--- src/rtl/fft_stage_sequencer.sv ---
// Stage controller for the radix-2 in-place FFT core.
// The controller walks through stages 0..FFT_N-1. In each stage it raises run
// and waits for the address generator to report agDone. It then holds run low
// for a drain window so that butterfly write-back can finish and the
// generator counter can clear.
//
// Handshake: run is a level request to the generator. agDone is accepted only
// while run is high and only after the first cycle of that run phase. A done
// left over from the previous stage therefore cannot end the new stage. The
// controller ignores agDone while draining.
module fft_stage_sequencer #(
  parameter int FFT_N          = 10,
  parameter int STAGE_COUNT_BW = 4,
  parameter int DRAIN_CYCLES   = 4,
  parameter int TIMEOUT_MARGIN = 8
) (
  input  logic                      clk,
  input  logic                      rst,
  input  logic                      start,
  input  logic                      abort,
  input  logic                      agDone,
  output logic                      run,
  output logic [STAGE_COUNT_BW-1:0] stageCount,
  output logic                      stageDone,
  output logic                      busy,
  output logic                      fftDone,
  output logic                      error,
  output logic [1:0]                dbgState
);

  localparam int HALF      = 1 << (FFT_N - 1);
  localparam int TMO_LIMIT = HALF + TIMEOUT_MARGIN;
  // The generator's done falls 2 cycles after run falls, so the drain window
  // is never shorter than 2 cycles.
  localparam int DRAIN_EFF = (DRAIN_CYCLES < 2) ? 2 : DRAIN_CYCLES;
  localparam int TMO_BW    = (TMO_LIMIT > 1) ? $clog2(TMO_LIMIT) : 1;
  localparam int DRAIN_BW  = $clog2(DRAIN_EFF);

  localparam logic [STAGE_COUNT_BW-1:0] LAST_STAGE = STAGE_COUNT_BW'(FFT_N - 1);
  localparam logic [TMO_BW-1:0]         TMO_LAST   = TMO_BW'(TMO_LIMIT - 1);
  localparam logic [DRAIN_BW-1:0]       DRAIN_LOAD = DRAIN_BW'(DRAIN_EFF - 1);

  typedef enum logic [1:0] {
    IDLE   = 2'd0,
    RUN    = 2'd1,
    DRAIN  = 2'd2,
    FINISH = 2'd3
  } stateT;

  stateT               state;
  logic [TMO_BW-1:0]   tmoCnt;
  logic [DRAIN_BW-1:0] drainCnt;

  assign dbgState = state;

  // Stage sequencing FSM. All outputs are registered here. Priority order is
  // abort, then agDone, then timeout.
  always_ff @(posedge clk) begin
    if (rst) begin
      state      <= IDLE;
      run        <= 1'b0;
      stageCount <= '0;
      stageDone  <= 1'b0;
      busy       <= 1'b0;
      fftDone    <= 1'b0;
      error      <= 1'b0;
      tmoCnt     <= '0;
      drainCnt   <= '0;
    end else begin
      stageDone <= 1'b0;
      fftDone   <= 1'b0;
      if (abort) begin
        state      <= IDLE;
        run        <= 1'b0;
        stageCount <= '0;
        busy       <= 1'b0;
      end else begin
        case (state)
          IDLE: begin
            if (start) begin
              state      <= RUN;
              run        <= 1'b1;
              busy       <= 1'b1;
              error      <= 1'b0;
              stageCount <= '0;
              tmoCnt     <= '0;
            end
          end
          RUN: begin
            if (agDone && (tmoCnt != '0)) begin
              state     <= DRAIN;
              run       <= 1'b0;
              stageDone <= 1'b1;
              drainCnt  <= DRAIN_LOAD;
            end else if (tmoCnt == TMO_LAST) begin
              state      <= IDLE;
              run        <= 1'b0;
              busy       <= 1'b0;
              error      <= 1'b1;
              stageCount <= '0;
            end else begin
              tmoCnt <= tmoCnt + 1'b1;
            end
          end
          DRAIN: begin
            if (drainCnt == '0) begin
              if (stageCount == LAST_STAGE) begin
                state   <= FINISH;
                fftDone <= 1'b1;
              end else begin
                state      <= RUN;
                run        <= 1'b1;
                stageCount <= stageCount + 1'b1;
                tmoCnt     <= '0;
              end
            end else begin
              drainCnt <= drainCnt - 1'b1;
            end
          end
          FINISH: begin
            state <= IDLE;
            busy  <= 1'b0;
          end
          default: begin
            state <= IDLE;
            run   <= 1'b0;
            busy  <= 1'b0;
          end
        endcase
      end
    end
  end

endmodule

--- config.mk ---
export PLATFORM = sky130hd
export DESIGN_NAME = fft_stage_sequencer
export DESIGN_NICKNAME = d
export VERILOG_FILES = /design/src/rtl/fft_stage_sequencer.sv
export SDC_FILE = /design/constraint.sdc
export NUM_CORES = 1
export LEC_CHECK = 0
export CAP_MARGIN = 20
export CELL_PAD_IN_SITES_DETAIL_PLACEMENT = 0
export CELL_PAD_IN_SITES_GLOBAL_PLACEMENT = 2
export CORE_ASPECT_RATIO = 0.6
export CORE_MARGIN = 4
export CORE_UTILIZATION = 25
export CTS_CLUSTER_SIZE = 30
export DETAILED_ROUTE_END_ITERATION = 10
export DONT_BUFFER_PORTS = 1
export PLACE_DENSITY_LB_ADDON = 0.1
export SLEW_MARGIN = 0
export SYNTH_ARGS = -nofsm -noshare
export SYNTH_HDL_FRONTEND = slang
export SYNTH_SLANG_ARGS = --single-unit
--- constraint.sdc ---
create_clock -name clk -period 2.6 [get_ports clk]
set_input_delay 0.52 -clock clk [delete_from_list [all_inputs] [get_ports clk]]
set_output_delay 0.52 -clock clk [all_outputs]
set_load 0.005 [all_outputs]
==> results.json, run 1 <==
{
  "syn2layout_area_growth_pct": 7.556,
  "setup_violations": 0,
  "grt_max_degree": 23,
  "grt-ovfl-total": 0,
  "cts.sinks": 23,
  "antennaDiodeCount": 0,
  "clk_latency_ns": 0.27,
  "cap_viol_max_count": 0,
  "place_worst_setup_slack_ns": 0.2748,
  "vias": 1573,
  "drtAntennaViolNets": 0,
  "start_util_pct": 26.20,
  "yosysTopAreaCellShare_pct": 28.37,
  "die_area_mm2": 0.007887,
  "grt_util_met1_pct": 21.39,
  "synth_area_mm2": 0.001623,
  "synth_edf_count": 0,
  "fin_tns_setup_ns": 0,
  "netlist-cell-type-count": 50,
  "post_cts_resized": 0,
  "nFillCells": 670,
  "crit_path_max_incr_delay_ns": 0.55,
  "nets": 213,
  "maxSlewHeadroom_pct": 33.72,
  "cp-end-kind": "flop",
  "period_needed_ns": 2.357,
  "core_area_mm2": 0.006193,
  "seq_area_um2": 460.4,
  "routedWlPerCell_um": 18.08,
  "portBuffers": 0,
  "synth_common_cells": "dfxtp_1 (23), nor2_1 (15), nand2_1 (13)",
  "wirelength_um": 5099,
  "cts.htree.levels": 1,
  "cp.arrival_ns": 2.55,
  "synthArstFlopShare_pct": 0,
  "synth_cells": 203,
  "drc": 0,
  "cts_buffer_depth": 2,
  "placed_cells": 278,
  "met2_usage_pct": 17.60,
  "post-synth-top-count-cell": "dfxtp_1",
  "rows": 22,
  "p_per_area_mw_per_mm2": 393.3,
  "die_y_um": 70.41,
  "final_cell_count_no_fill": 282,
  "drive_gt1_share_pct": 11.11,
  "cts_tree": "built",
  "hold_viol": 0,
  "track_usage_pct": 13.29,
  "final_core_util_pct": 28.18,
  "synth_fp_nets": 217,
  "holdBufCountCts": 0,
  "max_freq_ghz": 0.4243,
  "leakage_nw": 0.5771,
  "worst-path-max-fanout": 7,
  "hp-class": "primary input to flop",
  "grt_pass1_wl_um": 8286,
  "yosysWarnings": 0,
  "drt-initial-drc-count": 109,
  "vias_per_cell": 5.578,
  "timing.hold.ws_ns": 0.3140,
  "boundaryPins": 16,
  "cts-root-buf": "clkbuf_8",
  "post-cts-setup-buffers": 0,
  "setup_slack_ns": 0.2434,
  "worst_ep_required_time_ns": 2.80,
  "met3_usage_pct": 3.290,
  "synth-seq-cells": 23,
  "worst_pin_slew_ns": 0.9865,
  "ys.flop_type": "dfxtp_1",
  "die_w_um": 112.0,
  "post-route-period-util_pct": 90.64,
  "multi_input_area_mm2": 0.001044,
  "maxSlewViolCount": 0,
  "synth_top_cell_by_area": "dfxtp_1",
  "antenna_found_initial": 0,
  "cts_buffers": 3,
  "grt_pass1_vias": 1461,
  "dpl.hpwl_um": 3830,
  "rsz0062_at_grt": "false",
  "slowest_stage": "or4_1",
  "first_pass_iters": 4,
  "yosysSeqAreaShare_pct": 28.37,
  "vdd_ir_drop_max_uv": 178.5,
  "crit_type": "flop to flop",
  "routabilityCongestion": 0.7571,
  "status": "finished clean",
  "clk_pin_slew_worst_paths_ns": 0.09,
  "syn_area_per_cell_um2": 7.994,
  "ys_top_cells_by_area": "dfxtp_1 (28%), ha_1 (6.9%), nor2_1 (3.5%), a21oi_1 (3.4%), nor3_1 (3.4%)",
  "busiest_layer": "met1",
  "crit_chain": "inv_1 -> ha_1 -> nor2b_1 -> buf_4 -> or3_1 -> or4_1 -> o221ai_1",
  "start_kind": "flop",
  "fin_worst_skew_ns": 0.002825
}
-- final cells by class --
cell class	count	area share (%)
clock buffer	3	2.366
clock inverter	1	0.2867
inverter	12	2.581
multi-input combinational	153	59.79
sequential	23	26.38
tap	84	6.022
timing repair buffer	6	2.581
-- sequential cells by signal (all words and copies together) (netlist names) --
name	cells
stageCount	4
error	1
dbgState	2
busy	1
fftDone	1
stageDone	1
tmoCnt	10
drainCnt	2
run	1
-- where the power goes --
part / leakage [nW] / total, mW / internal (mW) / switching (mW)
clock: 0.0255 / 0.241 / 0.107 / 0.133
combinational: 0.366 / 0.0832 / 0.0326 / 0.0506
sequential: 0.186 / 0.363 / 0.357 / 0.00534
total: 0.577 / 0.686 / 0.497 / 0.189
-- routing by layer --
metal / up-vias / routed length (um) / share of wire [%]
met1: 769 / 2793 / 55
met5: - / 0 / 0
met2: 40 / 1998 / 39
met4: 0 / 0 / 0
li1: 764 / - / -
met3: 0 / 307 / 6.0
-- cells by family after synthesis --
group	after synthesis	synth area share [%]
AND/OR/NAND/NOR	89	30.46
AO/OA/AOI/OAI	54	26.29
buffers and inverters	27	7.324
flip-flops	23	28.37
adder cells (fa/ha/maj)	9	6.939
multiplexers	1	0.6168
-- per-stage QoR --
stage | power, mW | area (um^2)
2_1_floorplan | 0.4375 | 1623
3_3_place_gp | 0.4543 | 1699
3_5_place_dp | 0.4540 | 1699
4_1_cts | 0.6975 | 1745
5_1_grt | 0.7199 | 1745
6_report | 0.6865 | 1745
-- layout by cell type (no fill, tap or decap), types with 2 or more instances in the layout --
cell / netlist / layout
dfxtp_1: 23 / 23
nor2_1: 15 / 15
nand2_1: 13 / 13
inv_1: 12 / 12
a21oi_1: 11 / 11
nor3_1: 11 / 11
nand3_1: 9 / 9
ha_1: 9 / 9
a31oi_1: 7 / 7
nand2b_1: 6 / 6
buf_4: 0 / 6
nor3b_1: 5 / 5
o21ai_0: 5 / 5
nor4_1: 4 / 4
and3_1: 4 / 4
o221ai_1: 4 / 4
or2_2: 3 / 3
a31o_2: 3 / 3
or3_1: 3 / 3
nand4_1: 3 / 3
a311o_1: 3 / 3
clkbuf_8: 0 / 3
and4_1: 2 / 2
o31ai_1: 2 / 2
or4_1: 2 / 2
a311oi_1: 2 / 2
a32o_1: 2 / 2
o32ai_1: 2 / 2
a41oi_1: 2 / 2
and2_1: 2 / 2
-- final timing paths --
path          startpoint        end  slack [ns]  cells after the start
max          dbgState[1]  tmoCnt[1]        0.24                      7
max reg2reg  dbgState[1]  tmoCnt[1]        0.24                      7
min reg2reg    tmoCnt[9]  tmoCnt[9]        0.52                      2
min                  rst  tmoCnt[5]        0.31                      1
-- critical path: cells and delay by family, from the launching register on --
kind / cells / cell delay, ns
AND/OR/NAND/NOR: 3 / 1.14
flip-flops: 1 / 0.48
buffers and inverters: 2 / 0.26
adder cells (fa/ha/maj): 1 / 0.22
AO/OA/AOI/OAI: 1 / 0.18
Power figures use the tool's default switching activity.
==> run 2: changes to the inputs <==
SLEW_MARGIN = not set   (was 0)
==> results of run 2 <==
Same layout as run 1: the final DEF is identical, and so are final timing and power.
==> run 3: changes to the inputs <==
GPL_ROUTABILITY_DRIVEN = 1   (was not set)
==> results of run 3 <==
Same layout as run 1: the final DEF is identical, and so are final timing and power.
